**src/rtl/ftdi_tx_packetizer.sv**
```systemverilog
// rtl/ftdi_tx_packetizer.sv - frames 24-bit DMM samples as A5,B2,B1,B0,CSUM bytes into a circular byte buffer
module ftdi_tx_packetizer #(
    parameter int pDataWidth = 8,
    parameter int pDepth     = 16
) (
    input  logic                  iClk,
    input  logic                  iRst,
    input  logic [23:0]           iSample,
    input  logic                  iSampleValid,
    output logic                  oSampleReady,
    output logic [pDataWidth-1:0] oRamRdData,
    output logic                  oPacketAvail,
    input  logic                  iPacketRead,
    output logic                  oOverflow
);

    localparam int AW = $clog2(pDepth);

    typedef enum logic [2:0] {IDLE, HDR, B2, B1, B0, CSUM} state_t;

    state_t                  state;
    state_t                  state_next;
    logic [23:0]             sample_q;
    logic [AW-1:0]           wr_ptr;
    logic [AW-1:0]           wr_ptr_next;
    logic [AW-1:0]           rd_ptr;
    logic [AW-1:0]           rd_ptr_next;
    logic [AW:0]             count;
    logic [AW:0]             count_next;
    logic [pDataWidth-1:0]   mem [pDepth];
    logic                    accept;
    logic                    wr_en;
    logic                    rd_en;
    logic                    ready_next;
    logic [7:0]              wr_byte;
    logic [pDataWidth-1:0]   wr_data;
    logic [pDataWidth-1:0]   rd_data_next;

    assign accept = iSampleValid & oSampleReady;

    always_comb begin
        state_next = state;
        wr_en      = 1'b0;
        wr_byte    = 8'h00;
        case (state)
            IDLE: if (accept) state_next = HDR;
            HDR: begin
                wr_en      = 1'b1;
                wr_byte    = 8'hA5;
                state_next = B2;
            end
            B2: begin
                wr_en      = 1'b1;
                wr_byte    = sample_q[23:16];
                state_next = B1;
            end
            B1: begin
                wr_en      = 1'b1;
                wr_byte    = sample_q[15:8];
                state_next = B0;
            end
            B0: begin
                wr_en      = 1'b1;
                wr_byte    = sample_q[7:0];
                state_next = CSUM;
            end
            CSUM: begin
                wr_en      = 1'b1;
                wr_byte    = sample_q[23:16] + sample_q[15:8] + sample_q[7:0];
                state_next = IDLE;
            end
            default: state_next = IDLE;
        endcase
    end

    always_comb begin
        rd_en       = iPacketRead && (count != '0);
        wr_data     = pDataWidth'(wr_byte);
        wr_ptr_next = wr_ptr + AW'(wr_en);
        rd_ptr_next = rd_ptr + AW'(rd_en);
        case ({wr_en, rd_en})
            2'b10:   count_next = count + 1'b1;
            2'b01:   count_next = count - 1'b1;
            default: count_next = count;
        endcase
        // Accept only when the whole 5-byte frame is guaranteed to fit.
        ready_next = (state_next == IDLE) &&
                     ((32'(count_next) + 32'd5) <= 32'(pDepth));
        // A byte written straight into the next head slot must not be missed.
        if (wr_en && (wr_ptr == rd_ptr_next))
            rd_data_next = wr_data;
        else
            rd_data_next = mem[rd_ptr_next];
    end

    always_ff @(posedge iClk) begin
        if (wr_en) mem[wr_ptr] <= wr_data;
    end

    always_ff @(posedge iClk or posedge iRst) begin
        if (iRst) begin
            state        <= IDLE;
            sample_q     <= '0;
            wr_ptr       <= '0;
            rd_ptr       <= '0;
            count        <= '0;
            oRamRdData   <= '0;
            oPacketAvail <= 1'b0;
            oSampleReady <= 1'b0;
            oOverflow    <= 1'b0;
        end else begin
            state        <= state_next;
            if (accept) sample_q <= iSample;
            wr_ptr       <= wr_ptr_next;
            rd_ptr       <= rd_ptr_next;
            count        <= count_next;
            oRamRdData   <= rd_data_next;
            oPacketAvail <= (count_next != '0);
            oSampleReady <= ready_next;
            if (iSampleValid && !oSampleReady) oOverflow <= 1'b1;
        end
    end

endmodule

```
**config.mk**
```make
export PLATFORM = sky130hd
export DESIGN_NAME = ftdi_tx_packetizer
export DESIGN_NICKNAME = d
export VERILOG_FILES = /design/src/rtl/ftdi_tx_packetizer.sv
export SDC_FILE = /design/constraint.sdc
export NUM_CORES = 1
export LEC_CHECK = 0
export ABC_CLOCK_PERIOD_IN_PS = 3000
export BUFFER_PORTS_ARGS = -buffer_cell sky130_fd_sc_hd__buf_2
export CAP_MARGIN = 20
export CORE_AREA = 2 2 124 126
export DETAILED_ROUTE_END_ITERATION = 10
export DIE_AREA = 0 0 126 128
export PLACE_DENSITY = 0.82
export SLEW_MARGIN = 0
export SYNTH_ARGS = -nofsm -noshare
export SYNTH_HDL_FRONTEND = slang
export SYNTH_SLANG_ARGS = --single-unit
```
**constraint.sdc**
```tcl
create_clock -name iClk -period 3 [get_ports iClk]
set_input_delay 0.3 -clock iClk [delete_from_list [all_inputs] [get_ports iClk]]
set_output_delay 0.3 -clock iClk [all_outputs]
set_load 0.02 [all_outputs]
```
=== Yosys cells after proc, flatten, opt, wreduce, memory -nomap -nowiden ===
Memory sizes are Yosys's and may differ from the RTL's. A register that Yosys moved wholly into a read port is not among the register bits.
Cells that the tools add are included.

* Reduce and logical (&&, ||, !) cells: 9
* Magnitude comparators: 1
* Equality and inequality tests: 7
* $add $sub $neg: 7
* Bitwise operators: 1
* Mux-type cells: 7

{| class="wikitable"
|+ Operators by type and width
! operator !! number
|-
| 8-bit one-hot mux with 5 select lines || 1
|-
| 8-bit adder || 2
|-
| 3-bit one-hot mux with 5 select lines || 1
|-
| 5-bit one-hot mux with 2 select lines || 1
|-
| 5-bit nonzero test || 2
|-
| 4-bit by 1-bit adder with 4-bit output || 2
|-
| 5-bit by 3-bit adder with 6-bit output (second input constant) || 1
|-
| 3-bit by 2-bit equality test with 1-bit output (second input constant) || 2
|-
| 3-bit equality test (second input constant) || 2
|-
| 6-bit by 5-bit less-or-equal comparator with 1-bit output (second input constant) || 1
|-
| 3-bit logical NOT || 2
|-
| 5-bit by 1-bit adder with 5-bit output (second input constant) || 1
|-
| 5-bit OR reduction || 1
|-
| 5-bit by 1-bit subtractor with 5-bit output (second input constant) || 1
|-
| 3-bit by 1-bit equality test with 1-bit output (second input constant) || 1
|-
| 1-bit logical AND || 3
|-
| 1-bit two-way mux || 3
|-
| 3-bit two-way mux || 1
|-
| 2-bit by 1-bit equality test with 1-bit output (second input constant) || 1
|-
| 2-bit equality test (second input constant) || 1
|-
| 1-bit bitwise AND || 1
|-
| 1-bit logical NOT || 1
|}

* Bits in writable memories: 128
* Output and inout bits: 11
* Bits in registers: 43
* Input bits: 28
* Memories: 1

{| class="wikitable"
|+ Memories
! memory !! words !! bits a word !! rd ports !! clocked after Yosys merged registers in !! write ports !! line !! text
|-
| mem || 16 || 8 || 1 || 1 || 1 || 30 || <nowiki>logic [pDataWidth-1:0] mem [pDepth];</nowiki>
|}

=== Logic depth before layout (Yosys ltp) ===
Gate-level depths: netlist (run 1).

* Depth in word-level cells: 8
* Gate-level depth with buffers: 12
* Mapped depth without buffers: 10

=== Worst setup path after synthesis (run 1) ===
No wires, ideal clock.

* Path type: register to register
* Start: register sample_q[1] (netlist name)
* End: register oRamRdData[5], read port of mem
* Data arrival time: 2.693 ns
* Clock period less this slack: 2.818 ns
* Setup slack: 0.182 ns
* Setup time: 0.125 ns
* Path buffers: 0
* Stages on the path, launching flop included: 10
* Path through: dfrtp_1 > fa_1 > ha_1 > inv_1 > fa_1 > nor2b_1 > o21ai_0 > and4_1 > or3_1 > mux2_4

{| class="wikitable"
|+ RTL lines
! element !! line !! text
|-
| end: declaration || 11 || <nowiki>output logic [pDataWidth-1:0] oRamRdData,</nowiki>
|}

==> results.tsv, run 1 <==
stage	metric	value	unit
floorplan	io_pins	39	
detailed_routing	vias	4597	
detailed_routing	routed.top_layer	met4	
global_routing	grt_pass1_wl	26000	um
yosys	synth_compound_area_share	4.63	%
worst_setup_path	worstPathRequired	3.32	ns
worst_setup_path	startpoint	sample_q[2]	
global_routing	grt_usage	21.5	%
clocking	numCtsBuffers	17	
sta	maxSlewHeadroom	41.4	%
global_routing	gr-total-overflow	0	
sta	setup_violations	0	
yosys	synth-edff-count	128	
yosys	synth.area.mux_share	15.1	%
detailed_routing	initialDrtViolationCount	487	
worst_setup_path	crit_type	flop to flop	
floorplan	start_util	53.7	%
sta	fin_skew	0.0103	ns
placement	portBuffers	38	
detailed_routing	wl_met1	6140	um
floorplan	die_w	126	um
clocking	cts_tree	built	
yosys	ys_warn_count	0	
placement	hpwl	10200	um
floorplan	die_h	128	um
floorplan	num_rows	45	
clocking	clk_latency	0.43	ns
sta	finalCriticalPeriod	2.89	ns
yosys	async_flop_share	28.5	%
min_path	hold_path_startpoint	iSample[6]	
run_status	status	finished, final reports clean	
clocking	clk_pin_slew	0.07	ns
placement	finalWeightedCongestion	0.868	
yosys	synth.distinct_cells	58	
worst_setup_path	worstPathMaxFanout	17	
yosys	ys.flop_type	edfxtp_1	
sta	worst_slew_pin_slew	0.875	ns
detailed_routing	dr.pass1.iters	5	
final_layout	nNetsFinal	603	
yosys	synth_seq_cells	179	
detailed_routing	avgRoutedWirePerCell	21.9	um
final_layout	area_growth	14.7	%
final_layout	diodes	0	
placement	placed_cell_area	0.00847	sq mm
clocking	cts.htree.levels	4	
sta	max_freq	346	MHz
worst_setup_path	critPathCaptureType	flop	
sta	timing.final.crit_share	96.2	%
clocking	numClockSinks	179	
floorplan	coreArea	0.0149	sq mm
detailed_routing	drc	0	
worst_setup_path	worstReg2RegStart	sample_q[2]	
global_routing	grt_pass1_vias	4730	
detailed_routing	totalWireLength	16500	um
job	maxCapViolations	0	
yosys	synthSimpleGateAreaFrac	6.87	%
yosys	synth_top_family_by_area	multiplexers	
detailed_routing	via_per_inst	6.09	
yosys	yosysSeqAreaShare	64.2	%
floorplan	die-area	0.0161	sq mm
final_layout	final_common_cell	edfxtp_1	
min_path	hp-class	primary input to flop	
final_layout	drive_gt1_share	28.0	%
yosys	synth_adder_area_share	4.05	%
yosys	netlist_instances	486	
yosys	syn_avg_cell_area	16.4	sq um
yosys	synthXorXnorAreaFrac	2.81	%
detailed_routing	route.antenna.remaining_nets	0	
sta	slew_violations	0	
global_routing	antenna_found_initial	0	
detailed_routing	met2_length	8390	um
final_layout	layout_common_cells	edfxtp_1 (128), dfrtp_1 (51), nand2_1 (38), buf_2 (38)	
clocking	cts_max_path_buffers	2	
clocking	cts-root-buf	clkbuf_16	
worst_setup_path	arrival	3.21	ns
final_layout	finalInstanceArea	0.00915	sq mm
worst_setup_path	start_kind	flop	
yosys	synth_nets	535	
sta	finalHoldViolations	0	
global_routing	grt_max_degree	52	
yosys	syn_area	0.00798	sq mm
detailed_routing	wl_met3	1400	um
==> flip-flops by register name, summed over array words and instances, names as in the netlist <==
register,flops
rd_ptr,4
state,3
oRamRdData,8
count,5
mem,128
oOverflow,1
sample_q,24
oPacketAvail,1
wr_ptr,4
oSampleReady,1
==> timing repair <==
action,4_1_cts,5_1_grt
pin swaps,0,1
resized for setup,2,7
endpoints found under the setup margin,28,18
hold buffers,0,1
cloned,0,0
buffers inserted,0,7
endpoints found under the hold margin,0,26
==> critical path, cell delays in order (launching register included) <==
cell      delay, ns
dfrtp_1        0.42
fa_1           0.53
ha_1           0.32
a21oi_1        0.27
o21bai_1       0.13
xor2_1         0.16
a221o_1        0.56
mux2_4         0.37
==> cells in the mapped netlist, types with 2 or more instances <==
| library cell | n | area (sq um) |
|---|---|---|
| edfxtp_1 | 128 | 3840 |
| dfrtp_1 | 51 | 1280 |
| nand2_1 | 38 | 143 |
| mux2_2 | 27 | 304 |
| nor2_1 | 22 | 82.6 |
| mux4_1 | 19 | 499 |
| ha_1 | 13 | 163 |
| mux4_2 | 13 | 293 |
| inv_1 | 11 | 41.3 |
| xor2_1 | 11 | 96.3 |
| a21oi_1 | 10 | 50.1 |
| nand3_1 | 10 | 50.1 |
| buf_2 | 9 | 45.0 |
| clkbuf_1 | 8 | 30.0 |
| fa_1 | 8 | 160 |
| a22oi_1 | 7 | 52.6 |
| and3_1 | 7 | 43.8 |
| nor2b_1 | 7 | 43.8 |
| nor3_1 | 7 | 35.0 |
| xnor2_1 | 7 | 61.3 |
| a31oi_1 | 6 | 37.5 |
| o21ai_0 | 6 | 30.0 |
| a21o_1 | 5 | 37.5 |
| mux2_4 | 5 | 75.1 |
| nand2b_1 | 5 | 31.3 |
| a211oi_1 | 3 | 22.5 |
| and3b_1 | 3 | 26.3 |
| mux2i_1 | 3 | 30.0 |
| o22ai_1 | 3 | 18.8 |
| a221oi_1 | 2 | 17.5 |
| buf_12 | 2 | 40.0 |
| buf_6 | 2 | 22.5 |
| o21ai_1 | 2 | 10.0 |
| or3_1 | 2 | 12.5 |
==> final cells by class <==
type,instances,area (sq um)
fill,1069,5720
multi-input combinational,273,2690
sequential,179,5120
tap,188,235
timing repair buffer,71,490
inverter,12,45.0
clock buffer,21,450
clock inverter,11,121
==> through the flow <==
stage               instances  hold slack, ns  util (%)  setup WS, ns   TNS, ns
floorplan                 486           0.417         -         0.182         0
global placement          713           0.433      57.0      -0.00345  -0.00345
detailed placement        713           0.443      57.0       -0.0766    -0.482
CTS                       745          0.0955      60.9        0.0229         0
global route              755          0.0980      61.5      -0.00210  -0.00210
finish                    755          0.0965      61.5         0.114         0
==> layer usage <==
metal / GRT usage (%) / vias up
met5: 0 / -
met3: 4.80 / 43
met2: 35.8 / 251
li1: - / 2019
met4: 9.31 / 0
met1: 27.6 / 2284
==> cells by family after synthesis <==
kind of cell / count (synthesis)
AND/OR/NAND/NOR: 109
AO/OA/AOI/OAI: 55
buffers and inverters: 34
adder cells (fa/ha/maj): 21
flip-flops: 179
XOR/XNOR: 21
multiplexers: 67
==> worst paths after layout <==
check | to | cells after the start | slack, ns
setup / recovery | oRamRdData[4] | 7 | 0.11
hold / removal | sample_q[6] | 2 | 0.1
setup reg to reg | oRamRdData[4] | 7 | 0.11
hold reg to reg | oOverflow | 1 | 0.46
max in group asynchronous | oRamRdData[7] | 4 | 1.97
min in group asynchronous | oPacketAvail | 3 | 0.47
Power of run 1 is left out: the tool's default activity adds up to more than one toggle a clock period on the data nets, which glitch-free logic cannot reach.
==> run 2, diff against run 1 <==
--- a/config.mk
+++ b/config.mk
@@ -11,7 +11,7 @@
 export CORE_AREA = 2 2 124 126
 export DETAILED_ROUTE_END_ITERATION = 10
 export DIE_AREA = 0 0 126 128
-export PLACE_DENSITY = 0.82
+export PLACE_DENSITY = 0.74
 export SLEW_MARGIN = 0
 export SYNTH_ARGS = -nofsm -noshare
 export SYNTH_HDL_FRONTEND = slang
==> run 2 against run 1 <==
Effect of this change:
- worst setup slack worse by 0.0078 ns
- global-route usage is 1.0 points lower
- maximum frequency is 0.27% lower
- clock-buffer cell count is 4 lower
- first-iteration DRC count is 31% lower
- wire length is 6.1% lower
- cell count stayed put
- non-clock buffer count stayed put
- register-to-register slack hardly changed
- critical path depth is 2 higher
- cell area is 0.98% higher
- critical path type unchanged
- critical endpoint unchanged
- largest cell class unchanged
==> results.tsv, run 2 (synthesis results as in run 1) <==
stage	metric	value	unit	change
worst_setup_path	worstPathRequired	3.32	ns	about the same
floorplan	die_w	126	um	unchanged
global_routing	antenna_found_initial	0		unchanged
worst_setup_path	start_kind	flop		
sta	max_freq	346	MHz	-0.27%
job	maxCapViolations	0		unchanged
clocking	cts_tree	built		
sta	rsz0062_at_grt	false		
placement	portBuffers	38		unchanged
global_routing	grt_pass1_wl	24500	um	-5.7%
detailed_routing	routed.top_layer	met4		
detailed_routing	wl_met3	861	um	-39%
sta	timing.final.crit_share	96.5	%	+0.26 points
worst_setup_path	worst-path-stages	9		+2
sta	slew_violations	0		unchanged
worst_setup_path	arrival	3.21	ns	about the same
final_layout	nNetsFinal	603		unchanged
placement	placed_cell_area	0.00852	sq mm	+0.62%
clocking	cts.htree.levels	4		unchanged
worst_setup_path	critPathCaptureType	flop		
final_layout	top_register	mem		
run_status	status	finished, final reports clean		
worst_setup_path	slowest_stage	mux4_1		
detailed_routing	route.antenna.remaining_nets	0		unchanged
worst_setup_path	worstPathCellList	nor3_1, a21boi_1, ha_2, buf_12, mux4_1, nand2_1, and3_1, a31oi_1, mux2_4		
final_layout	diodes	0		unchanged
clocking	numCtsBuffers	17		unchanged
floorplan	die-area	0.0161	sq mm	unchanged
floorplan	die_h	128	um	unchanged
min_path	min_path_cells	2		unchanged
clocking	clk_latency	0.44	ns	about the same
worst_setup_path	crit_type	flop to flop		
min_path	hp-class	primary input to flop		
detailed_routing	initialDrtViolationCount	336		-31%
sta	worst_slew_pin_slew	0.670	ns	-0.205 ns
global_routing	grt_usage	20.5	%	-1.0 points
final_layout	largest_reg_flops	128		unchanged
sta	finalCriticalPeriod	2.89	ns	+0.00779 ns
clocking	clk_pin_slew	0.07	ns	about the same
clocking	cts-root-buf	clkbuf_16		
worst_setup_path	cp_num_buf_inv	1		+1
final_layout	finalInstanceArea	0.00924	sq mm	+0.98%
sta	setup_violations	0		unchanged
floorplan	num_rows	45		unchanged
worst_setup_path	crit_family	multiplexers		
detailed_routing	vias	4407		-4.1%
floorplan	io_pins	39		unchanged
final_layout	fillers	1051		-1.7%
detailed_routing	via_per_inst	5.84		-4.1%
sta	postLayoutSetupSlackWorst	0.106	ns	-0.00779 ns
final_layout	reg.largest.list	mem: 128 flops, sample_q: 24 flops, oRamRdData: 8 flops		
placement	post-place-ws	0.121	ns	+0.197 ns
detailed_routing	dr.pass1.iters	5		unchanged
worst_setup_path	worstPathMaxFanout	25		+8
global_routing	grt_max_degree	52		unchanged
placement	finalWeightedCongestion	0.823		-5.2%
placement	hpwl	9770	um	-4.3%
detailed_routing	drc	0		unchanged
final_layout	final_common_cell	edfxtp_1		
clocking	numClockSinks	179		unchanged
sta	tns	0	ns	unchanged
sta	fin_skew	0.00667	ns	-0.00362 ns
final_layout	drive_gt1_share	27.9	%	-0.18 points
worst_setup_path	r2r_cells	9		+2
detailed_routing	wl_met1	6550	um	+6.6%
final_layout	area_growth	15.8	%	
final_layout	layout_common_cells	edfxtp_1 (128), dfrtp_1 (51), nand2_1 (38), buf_2 (38), buf_4 (28)		
detailed_routing	met2_length	7760	um	-7.5%
sta	maxSlewHeadroom	55.3	%	+14 points
clocking	cts_max_path_buffers	2		unchanged
floorplan	coreArea	0.0149	sq mm	unchanged
sta	finalHoldViolations	0		unchanged
clocking	cts_setup_buffers	0		unchanged
worst_setup_path	slowest_delay	0.60	ns	+0.04 ns
detailed_routing	avgRoutedWirePerCell	20.5	um	-6.1%
global_routing	grt_pass1_vias	4454		-5.8%
detailed_routing	totalWireLength	15500	um	-6.1%
global_routing	gr-total-overflow	0		unchanged
floorplan	start_util	53.7	%	unchanged
run 2: metrics by stage:
stage / hold WS (ns) / util [%] / cells
after floorplan: 0.417 / - / 486
after global placement: 0.432 / 57.3 / 720
after detailed placement: 0.439 / 57.3 / 720
after CTS: 0.0825 / 61.8 / 752
after global routing: 0.0885 / 62.2 / 755
final: 0.0919 / 62.2 / 755
run 2: worst paths after layout:
check | startpoint | slack (ns) | endpoint
setup / recovery | count[1] | 0.11 | oRamRdData[4]
hold reg to reg | oOverflow | 0.45 | oOverflow
min in group asynchronous | iRst | 0.50 | oPacketAvail
max in group asynchronous | iRst | 1.96 | oRamRdData[1]
hold / removal | iSampleValid | 0.09 | oOverflow
setup reg to reg | count[1] | 0.11 | oRamRdData[4]
run 2: worst register-to-register path: stages (launching register included):
cell and delay [ns]:
dfrtp_1 0.44, nor3_1 0.30, a21boi_1 0.18, ha_2 0.39, buf_12 0.22, mux4_1 0.62, nand2_1 0.09, and3_1 0.21
a31oi_1 0.06, mux2_4 0.28
run 2: repair_timing:
action / in CTS / in global routing
setup endpoints to repair: 0 / 32
hold buffers: 0 / 1
hold endpoints to repair: 0 / 4
resized for setup: 0 / 3
run 2: area by class of cell:
cell class	instances	area, sq um	share of cell area [%]
Clock inverter	15	241	2.61
Timing Repair Buffer	71	498	5.39
Tap cell	188	235	2.55
Sequential cell	179	5120	55.4
Inverter	12	45.0	0.488
Clock buffer	17	425	4.60
Multi-Input combinational cell	273	2670	28.9
run 2: routing by layer:
metal / vias up / global-route usage (%)
met2: 133 / 33.1
met5: - / 0
met4: 0 / 8.73
met3: 27 / 3.84
li1: 2012 / -
met1: 2235 / 27.8
Power of run 2 is left out for the same reason.
==> run 3, diff against run 2 <==
--- a/config.mk
+++ b/config.mk
@@ -11,6 +11,7 @@
 export CORE_AREA = 2 2 124 126
 export DETAILED_ROUTE_END_ITERATION = 10
 export DIE_AREA = 0 0 126 128
+export MAX_ROUTING_LAYER = met4
 export PLACE_DENSITY = 0.74
 export SLEW_MARGIN = 0
 export SYNTH_ARGS = -nofsm -noshare
==> run 3 against run 2 <==
Effect of this change:
- non-clock buffer count stayed put
- maximum frequency is 0.61% higher
- cell count stayed put
- critical path depth stayed put
- wire length is 0.19% lower
- worst hold slack better by 0.0033 ns
==> results.tsv, run 3 (synthesis results as in run 1) <==
stage	metric	value	unit	change
sta	worst_slew_pin_slew	0.661	ns	-0.00887 ns
worst_setup_path	start_kind	flop		
run_status	status	finished, final reports clean		
placement	finalWeightedCongestion	0.835		+1.5%
worst_setup_path	arrival	3.20	ns	about the same
clocking	numClockSinks	179		unchanged
floorplan	num_rows	45		unchanged
clocking	clk_pin_slew	0.07	ns	about the same
placement	portBuffers	38		unchanged
min_path	min_path_cells	2		unchanged
sta	rsz0062_at_grt	false		
worst_setup_path	reg2reg_to	oRamRdData[4]		
floorplan	die_h	128	um	unchanged
detailed_routing	vias	4421		+0.32%
clocking	cts-root-buf	clkbuf_16		
worst_setup_path	regToRegSetupSlack	0.12	ns	+0.02 ns
global_routing	gr-total-overflow	0		unchanged
worst_setup_path	crit_type	flop to flop		
floorplan	io_pins	39		unchanged
detailed_routing	route.antenna.remaining_nets	0		unchanged
floorplan	start_util	53.7	%	unchanged
detailed_routing	initialDrtViolationCount	388		+15%
floorplan	die_w	126	um	unchanged
worst_setup_path	startpoint	count[1]		
detailed_routing	drc	0		unchanged
worst_setup_path	worstReg2RegStart	count[1]		
worst_setup_path	r2r_cells	9		unchanged
worst_setup_path	crit_family	multiplexers		
final_layout	final_util	62.1	%	about the same
floorplan	die-area	0.0161	sq mm	unchanged
worst_setup_path	slowest_stage	mux4_1		
detailed_routing	via_per_inst	5.86		+0.32%
global_routing	grt_max_degree	52		unchanged
min_path	holdPathEnd	oOverflow		
worst_setup_path	worstPathRequired	3.32	ns	about the same
detailed_routing	dr.pass1.iters	5		unchanged
clocking	numCtsBuffers	17		unchanged
worst_setup_path	cp_num_buf_inv	1		unchanged
final_layout	layout_common_cells	edfxtp_1 (128), dfrtp_1 (51), nand2_1 (38), buf_2 (38), buf_4 (28)		
sta	maxSlewHeadroom	55.9	%	+0.59 points
final_layout	diodes	0		unchanged
detailed_routing	avgRoutedWirePerCell	20.5	um	-0.19%
clocking	clk_latency	0.43	ns	about the same
global_routing	grt_pass1_wl	24500	um	about the same
global_routing	grt_usage	21.1	%	+0.61 points
final_layout	nNetsFinal	603		unchanged
min_path	hold_path_startpoint	iSampleValid		
sta	tns	0	ns	unchanged
final_layout	multi_input_area	0.00267	sq mm	unchanged
sta	timing.final.crit_share	95.9	%	-0.58 points
worst_setup_path	worstPathCellList	nor3_1, a21boi_1, ha_2, buf_12, mux4_1, nand2_1, and3_1, a31oi_1, mux2_4		
final_layout	top_register	mem		
final_layout	final_common_cell	edfxtp_1		
sta	fin_skew	0.00778	ns	+0.00110 ns
clocking	cts_max_path_buffers	2		unchanged
final_layout	area_growth	15.8	%	about the same
placement	hpwl	9770	um	unchanged
final_layout	reg.largest.list	mem: 128 flops, sample_q: 24 flops, oRamRdData: 8 flops		
final_layout	drive_gt1_share	27.9	%	unchanged
sta	max_freq	348	MHz	+0.61%
sta	finalHoldViolations	0		unchanged
final_layout	seq_area	0.00512	sq mm	unchanged
final_layout	largest_reg_flops	128		unchanged
global_routing	antenna_found_initial	0		unchanged
min_path	hp-class	primary input to flop		
detailed_routing	totalWireLength	15500	um	-0.19%
sta	hold_ws	0.0952	ns	+0.00331 ns
worst_setup_path	slowest_delay	0.60	ns	about the same
worst_setup_path	worstPathMaxFanout	25		unchanged
floorplan	coreArea	0.0149	sq mm	unchanged
clocking	cts.htree.levels	4		unchanged
sta	slew_violations	0		unchanged
clocking	cts_tree	built		
final_layout	fillers	1052		+0.095%
sta	finalCriticalPeriod	2.88	ns	-0.0174 ns
job	maxCapViolations	0		unchanged
worst_setup_path	critPathCaptureType	flop		
global_routing	grt_pass1_vias	4467		+0.29%
sta	setup_violations	0		unchanged
## run 3: cell types whose count changed in the layout (fill, tap and decap cells not counted)
| cell | delta |
|---|---|
| buf_12 | +1 |
| buf_16 | -1 |
## run 3: worst register-to-register path, stage by stage (launching register included)
cell      delay [ns]
dfrtp_1         0.44
nor3_1          0.29
a21boi_1        0.17
ha_2            0.39
buf_12          0.22
mux4_1          0.62
nand2_1         0.09
and3_1          0.21
a31oi_1         0.06
mux2_4          0.28
## run 3: timing repair
| action | 4_1_cts | 5_1_grt |
|---|---|---|
| setup endpoints to repair | 0 | 32 |
| gates resized for setup | 0 | 3 |
| buffers inserted | 0 | 0 |
| hold buffers | 0 | 1 |
| endpoints found under the hold margin | 0 | 22 |
## run 3: layout make-up
cell class / instances / area share [%]
clock buffer: 17 / 4.61
sequential: 179 / 55.5
inverter: 12 / 0.488
tap: 188 / 2.55
clock inverter: 15 / 2.62
timing repair buffer: 71 / 5.31
multi-input combinational: 273 / 29.0
## run 3: metal layers
layer / vias up / GRT usage [%] / routed length [um]
met5: - / - / 0
met2: 128 / 33.1 / 7780
met1: 2248 / 27.7 / 6530
met4: 0 / 8.92 / 316
li1: 2012 / - / -
met3: 33 / 3.71 / 846
## run 3: worst max path at each step
stage | endpoint | slack [ns] | cells after the start
3_3_place_gp | mem[10][5] | 0.20 | 9
5_1_grt | mem[0][5] | 0.01 | 9
2_1_floorplan | oRamRdData[5] | 0.18 | 9
3_5_place_dp | oRamRdData[1] | 0.12 | 9
6_report | oRamRdData[4] | 0.12 | 9
4_1_cts | oRamRdData[4] | 0.08 | 9
## run 3: metrics by stage
stage	setup WS, ns	area [sq um]	instances
6_report	0.123	9230	755
5_1_grt	0.00958	9230	755
4_1_cts	0.0825	9190	752
3_5_place_dp	0.121	8520	720
3_3_place_gp	0.197	8520	720
2_1_floorplan	0.182	7980	486
Power of run 3 is left out for the same reason.
